**src/rtl/aes_cmd_stream_master.sv**
```systemverilog
`default_nettype none
// ============================================================================
// Module      : aes_cmd_stream_master
// Description : AXI-Stream transmitter that frames one AES engine command
//               packet per accepted command: header, key (4 words), optional
//               IV (4 words), then nblocks*4 payload words ending in tlast.
// Revision    : 1.0  initial release
// ============================================================================
module aes_cmd_stream_master #(
    parameter int AXIS_TDATA_WIDTH = 32,
    parameter int MAX_BLOCKS       = 512,
    parameter int CNT_W            = 12
) (
    input  logic                        clk,
    input  logic                        resetn,
    input  logic                        cmd_valid,
    output logic                        cmd_ready,
    input  logic [31:0]                 cmd_header,
    input  logic [127:0]                cmd_key,
    input  logic [127:0]                cmd_iv,
    input  logic                        cmd_has_iv,
    input  logic [15:0]                 cmd_nblocks,
    input  logic                        din_valid,
    output logic                        din_ready,
    input  logic [AXIS_TDATA_WIDTH-1:0] din_data,
    output logic                        tvalid,
    input  logic                        tready,
    output logic [AXIS_TDATA_WIDTH-1:0] tdata,
    output logic [3:0]                  tstrb,
    output logic                        tlast,
    output logic                        busy,
    output logic                        cmd_err
);

    // HDR/KEY/IV: the word of that phase is being (or has just been) loaded;
    // idx names the next key/IV word to load. DATA: streaming payload.
    typedef enum logic [2:0] {
        IDLE = 3'd0,
        HDR  = 3'd1,
        KEY  = 3'd2,
        IV   = 3'd3,
        DATA = 3'd4
    } state_t;

    localparam logic [15:0] MAX_NB = 16'(MAX_BLOCKS);

    state_t                      state, state_nxt;
    logic [1:0]                  idx, idx_nxt;
    logic [CNT_W-1:0]            cnt, cnt_nxt;
    logic                        tvalid_nxt, tlast_nxt;
    logic [AXIS_TDATA_WIDTH-1:0] tdata_nxt;
    logic [127:0]                key_r, iv_r;
    logic                        has_iv_r;
    logic [CNT_W-3:0]            nblk_r;
    logic                        started;
    logic                        accept, cmd_bad, cmd_ok, load;
    logic [CNT_W-1:0]            total;

    // Selects one 32-bit word of a 128-bit value, most significant word first.
    function automatic logic [31:0] word_of(input logic [127:0] v, input logic [1:0] i);
        logic [31:0] w;
        case (i)
            2'd0:    w = v[127:96];
            2'd1:    w = v[95:64];
            2'd2:    w = v[63:32];
            default: w = v[31:0];
        endcase
        return w;
    endfunction

    assign cmd_ready = started && (state == IDLE);
    assign accept    = cmd_valid && cmd_ready;
    assign cmd_bad   = (cmd_nblocks == 16'd0) || (cmd_nblocks > MAX_NB);
    assign cmd_ok    = accept && !cmd_bad;
    assign load      = !tvalid || tready;
    assign total     = {nblk_r, 2'b00};
    assign tstrb     = 4'hF;
    assign busy      = (state != IDLE);

    // Next-state and output-register load decisions.
    always_comb begin
        state_nxt  = state;
        idx_nxt    = idx;
        cnt_nxt    = cnt;
        tvalid_nxt = tvalid;
        tdata_nxt  = tdata;
        tlast_nxt  = tlast;
        din_ready  = 1'b0;
        case (state)
            IDLE: begin
                if (cmd_ok) begin
                    state_nxt  = HDR;
                    tvalid_nxt = 1'b1;
                    tdata_nxt  = cmd_header;
                    tlast_nxt  = 1'b0;
                    cnt_nxt    = '0;
                    idx_nxt    = 2'd0;
                end
            end
            HDR: begin
                if (load) begin
                    tdata_nxt  = word_of(key_r, 2'd0);
                    tvalid_nxt = 1'b1;
                    idx_nxt    = 2'd1;
                    state_nxt  = KEY;
                end
            end
            KEY: begin
                if (load) begin
                    tdata_nxt  = word_of(key_r, idx);
                    tvalid_nxt = 1'b1;
                    idx_nxt    = idx + 2'd1;
                    if (idx == 2'd3) begin
                        state_nxt = has_iv_r ? IV : DATA;
                    end
                end
            end
            IV: begin
                if (load) begin
                    tdata_nxt  = word_of(iv_r, idx);
                    tvalid_nxt = 1'b1;
                    idx_nxt    = idx + 2'd1;
                    if (idx == 2'd3) begin
                        state_nxt = DATA;
                    end
                end
            end
            DATA: begin
                if (cnt == total) begin
                    // Final word is in the output register; finish on its handshake.
                    if (tready) begin
                        state_nxt  = IDLE;
                        tvalid_nxt = 1'b0;
                        tlast_nxt  = 1'b0;
                    end
                end else begin
                    din_ready = load;
                    if (load) begin
                        if (din_valid) begin
                            tdata_nxt  = din_data;
                            tvalid_nxt = 1'b1;
                            tlast_nxt  = (cnt == total - CNT_W'(1));
                            cnt_nxt    = cnt + CNT_W'(1);
                        end else begin
                            tvalid_nxt = 1'b0;
                            tlast_nxt  = 1'b0;
                        end
                    end
                end
            end
            default: begin
                state_nxt  = IDLE;
                tvalid_nxt = 1'b0;
                tlast_nxt  = 1'b0;
            end
        endcase
    end

    // State, counters and the registered stream outputs.
    always_ff @(posedge clk or negedge resetn) begin
        if (!resetn) begin
            state   <= IDLE;
            idx     <= 2'd0;
            cnt     <= '0;
            tvalid  <= 1'b0;
            tdata   <= '0;
            tlast   <= 1'b0;
            cmd_err <= 1'b0;
            started <= 1'b0;
        end else begin
            state   <= state_nxt;
            idx     <= idx_nxt;
            cnt     <= cnt_nxt;
            tvalid  <= tvalid_nxt;
            tdata   <= tdata_nxt;
            tlast   <= tlast_nxt;
            cmd_err <= accept && cmd_bad;
            started <= 1'b1;
        end
    end

    // Command fields captured on a valid accept.
    always_ff @(posedge clk or negedge resetn) begin
        if (!resetn) begin
            key_r    <= '0;
            iv_r     <= '0;
            has_iv_r <= 1'b0;
            nblk_r   <= '0;
        end else if (cmd_ok) begin
            key_r    <= cmd_key;
            iv_r     <= cmd_iv;
            has_iv_r <= cmd_has_iv;
            nblk_r   <= cmd_nblocks[CNT_W-3:0];
        end
    end

endmodule
`default_nettype wire

```
**config.mk**
```make
export PLATFORM = sky130hd
export DESIGN_NAME = aes_cmd_stream_master
export DESIGN_NICKNAME = d
export VERILOG_FILES = /design/src/rtl/aes_cmd_stream_master.sv
export SDC_FILE = /design/constraint.sdc
export NUM_CORES = 1
export LEC_CHECK = 0
export BUFFER_PORTS_ARGS = -buffer_cell sky130_fd_sc_hd__buf_2
export CAP_MARGIN = 20
export CORE_ASPECT_RATIO = 0.5
export CORE_MARGIN = 5
export CORE_UTILIZATION = 40
export DETAILED_ROUTE_END_ITERATION = 8
export GPL_TIMING_DRIVEN = 0
export PLACE_DENSITY = 0.65
export SLEW_MARGIN = 20
export SYNTH_ARGS = -nofsm -noshare
export SYNTH_HDL_FRONTEND = slang
export SYNTH_SLANG_ARGS = --single-unit
export TNS_END_PERCENT = 50
```
**constraint.sdc**
```tcl
create_clock -name clk -period 2.1 [get_ports clk]
set_clock_uncertainty 0.05 [all_clocks]
set_input_delay 0.105 -clock clk [delete_from_list [all_inputs] [get_ports clk]]
set_output_delay 0.105 -clock clk [all_outputs]
set_load 0.02 [all_outputs]
```
==> results.md <==
- Commonest non-fill, non-tap cell in the layout: nand2_1
- Post-synthesis async set-or-reset flop share: 1.00
- TritonRoute pass-1 iters: 6
- Fin area: 23100 um^2
- Placed instance area: 18000 um^2
- Yosys cell types: 54
- Violated checks: hold timing, setup timing
- CTS tree: done
- Combined area of the multi-input logic cells: 6670 um^2
- Most frequent cells in the layout: 745 x nand2_1, 396 x buf_2, 322 x dlygate4sd3_1, 311 x dfrtp_1, 73 x inv_1
- Type of the worst min-delay path: input pin to asynchronous set/reset pin
- # rows: 50
- Main area contributors after synthesis: dfrtp_1 52%, nand2_1 18%, mux2i_1 4.3%
- Total GRT Usage: 0.299
- Clk Latency, worst-skew pair: 590 ps
- Fillers: 3032
- Yosys Warn Count: 0
- Clock Tree Buf Depth: 3
- Min Tclk post-route: 2450 ps
- Register share of total power: 0.406
- Die X: 287 um
- Vias in the first global route: 17300
- Register area share after synthesis: 0.523
- Critical Path Slowest Stage Cell: or4_4
- Max rail drop VDD: 0.654 mV
- Clk pwr share: 0.317
- P_int: 0.0118 W
- Sequential Area: 8020 um^2
- Outcome: finished with violations
- Worst endpoint data arrival time: 2890 ps
- H-tree lvl count: 1
- Post-detailed-route count of antenna-violating nets: 0
- 1st-iter DRT viols: 1980
- Die footprint: 42500 um^2
- Sw frac: 0.319
- Vias post-DR: 17000
- CP Cell Sequence: xor2_1, or4_4, nor3_4, or3b_4, o21a_1, buf_12, buf_12, mux2i_2
- Ports: 384
- Area grow syn2layout: 51.2%
- Worst-Margin Slew: 900 ps
- Chip height: 148 um
- Buffers added on ports: 379
- M2 GR Usage: 0.486
- Via/cell ratio: 5.57
- Core Util, Final: 0.615
- CP Max Fanout: 6
- Most used flip-flop cell after synthesis: dfrtp_1
- Number of synthesized flops with an enable pin: 0
- Post-Syn Area: 15300 um^2
- HPWL reported at the end of detailed placement: 44.0 mm
- Leakage power: 12.1 nW
- Detailed Route WL: 66.9 mm
- Antenna violations before repair: 10
- Hold WS: -7.03 ps
- Max-Cap Viols: 0
- Initial core utilization: 0.407
- Final worst slack: -345 ps
- Drt wl/cell: 22.0 um
- Pre-CTS WS: -1070 ps
- Total CTS buffers: 31
- Slew Limit Fails: 0
- Share of total power in combinational logic: 0.277
- Most used routing layer: met2
- Worst EP required: 2550 ps
- Fmax: 409 MHz
- CP peak stage delay: 550 ps
- Tcrit/Tclk final: 1.16
- Setup-failing EPs final: 48
- PD cells: 745 nW/um^2
- Yosys top cell by area: dfrtp_1
- Placer's final routability congestion estimate: 0.919
- Met3 Use GR: 0.0648
- Met1 Track Usage GR: 0.367
- CTS clk-pin slew, worst paths: 60 ps
- Max-slew headroom: 0.400
- CP startpoint kind: register
- Critical path class: register to register
- Sink Count: 320
- Core area: 37600 um^2
- Crit-path most repeated cell: buf_12
- Switching power total: 0.00550 W
- Largest net degree at the start of global routing: 95
- Final nets: 2848
- RSZ-0062 raised after global routing: yes
- Avg Cell Area, Syn: 8.82 um^2
- First-pass GRT wire length: 98.7 mm
- Final Hold Fails: 3
- Layout cell share with drive strength beyond 1: 0.252
- GRT overflow: 0
- #FFs+latches synth: 320
- Clock Root Buffer: clkbuf_16
- Area share of the largest cell type after synthesis: 0.523
- Syn Inst Count: 1735
- CP endpoint kind: register
- DRC viols: 0
## logic make-up after synthesis
| kind of cell | count (synthesis) | share of synthesized area |
|---|---|---|
| other cells | 1 | 0.000245 |
| xor+xnor | 17 | 0.00973 |
| mux | 100 | 0.0682 |
| buf+inv | 203 | 0.0559 |
| compound gates | 273 | 0.126 |
| fa+ha+maj | 7 | 0.00572 |
| flops | 320 | 0.523 |
| simple gates | 814 | 0.211 |
## through the flow
stage,total power (W),setup TNS [ps],cells
after detailed placement,0.0107,-251800,2641
after floorplan,0.00911,-702,1739
final,0.0173,-12040,3047
after global placement,0.0106,-1964550,2638
after CTS,0.0168,-13470,3022
after global routing,0.0179,-15700,3045
## per-layer routing
metal	vias up	wire, um	share of wire
met5	-	0	0
met4	0	5140	0.077
met3	388	5780	0.086
met2	1091	31000	0.46
met1	8150	25000	0.37
li1	7355	-	-
## flip-flops by register name, summed over array words and instances, names as in the netlist, 2 cells and up
| name | cells |
|---|---|
| nblk_r | 10 |
| key_r | 128 |
| cnt | 12 |
| tdata | 32 |
| state | 3 |
| iv_r | 128 |
| idx | 2 |
## power by group through the flow
stage | clock (W) | combinational [W] | sequential, W
after floorplan | 0 | 0.00168 | 0.00743
after global placement | 0 | 0.00359 | 0.00705
after detailed placement | 0 | 0.00365 | 0.00705
after CTS | 0.00545 | 0.00433 | 0.00698
after global routing | 0.00572 | 0.00508 | 0.00706
final | 0.00547 | 0.00478 | 0.00700
## critical path: cells and delay by family (launching register included)
family,cells,cell delay (ps)
AOI/OAI and AO/OA,1,150
xor gates and xnor gates,1,170
buffers and inverters,2,330
DFF,1,430
muxes,1,230
and+or+nand+nor,3,990
## final cells by class
type	instances	share of cell area
Tap cell	520	0.0281
Buffer	122	0.0448
Sequential cell	320	0.347
Clock buffer	45	0.0380
Inverter	74	0.0120
Clock inverter	4	0.00222
Timing Repair Buffer	734	0.239
Antenna cell	12	0.00130
Multi-Input combinational cell	1216	0.288
## cells in the mapped netlist (4+ instances only)
| library cell | n |
|---|---|
| clkbuf_1 | 67 |
| or3_1 | 5 |
| o21ai_0 | 72 |
| nand3_1 | 8 |
| o221ai_1 | 32 |
| ha_1 | 7 |
| mux2i_1 | 66 |
| buf_4 | 5 |
| buf_6 | 4 |
| nand4_1 | 5 |
| o22ai_1 | 33 |
| xor2_1 | 11 |
| nor2_1 | 7 |
| buf_2 | 35 |
| or4_1 | 5 |
| nand2_1 | 747 |
| xnor2_1 | 6 |
| nor4_1 | 4 |
| mux2_2 | 33 |
| inv_1 | 74 |
| o21ai_1 | 6 |
| a21oi_1 | 45 |
| a222oi_1 | 64 |
| nor3_1 | 8 |
| dfrtp_1 | 320 |
| o31ai_1 | 8 |
| buf_1 | 17 |
| nor2b_1 | 4 |
## worst paths after layout
| path | depth (start not counted) | slack [ps] | endpoint | startpoint |
|---|---|---|---|---|
| min in group clk | 5 | 20 | tdata[24] | din_data[24] |
| hold / removal | 2 | -7 | iv_r[66] | resetn |
| max in group asynchronous | 4 | 740 | cnt[6] | resetn |
| hold reg to reg | 2 | 420 | key_r[10] | key_r[10] |
| setup reg to reg | 8 | -350 | tdata[19] | nblk_r[2] |
| setup / recovery | 8 | -350 | tdata[19] | nblk_r[2] |
## repair_timing
item,CTS,global route
endpoints found under the setup margin,320,314
cloned,1,2
endpoints found under the hold margin,547,0
hold buffers,323,0
gates resized for setup,165,98
pin swaps,9,17
setup buffers,14,12
Power figures use the tool's default switching activity.
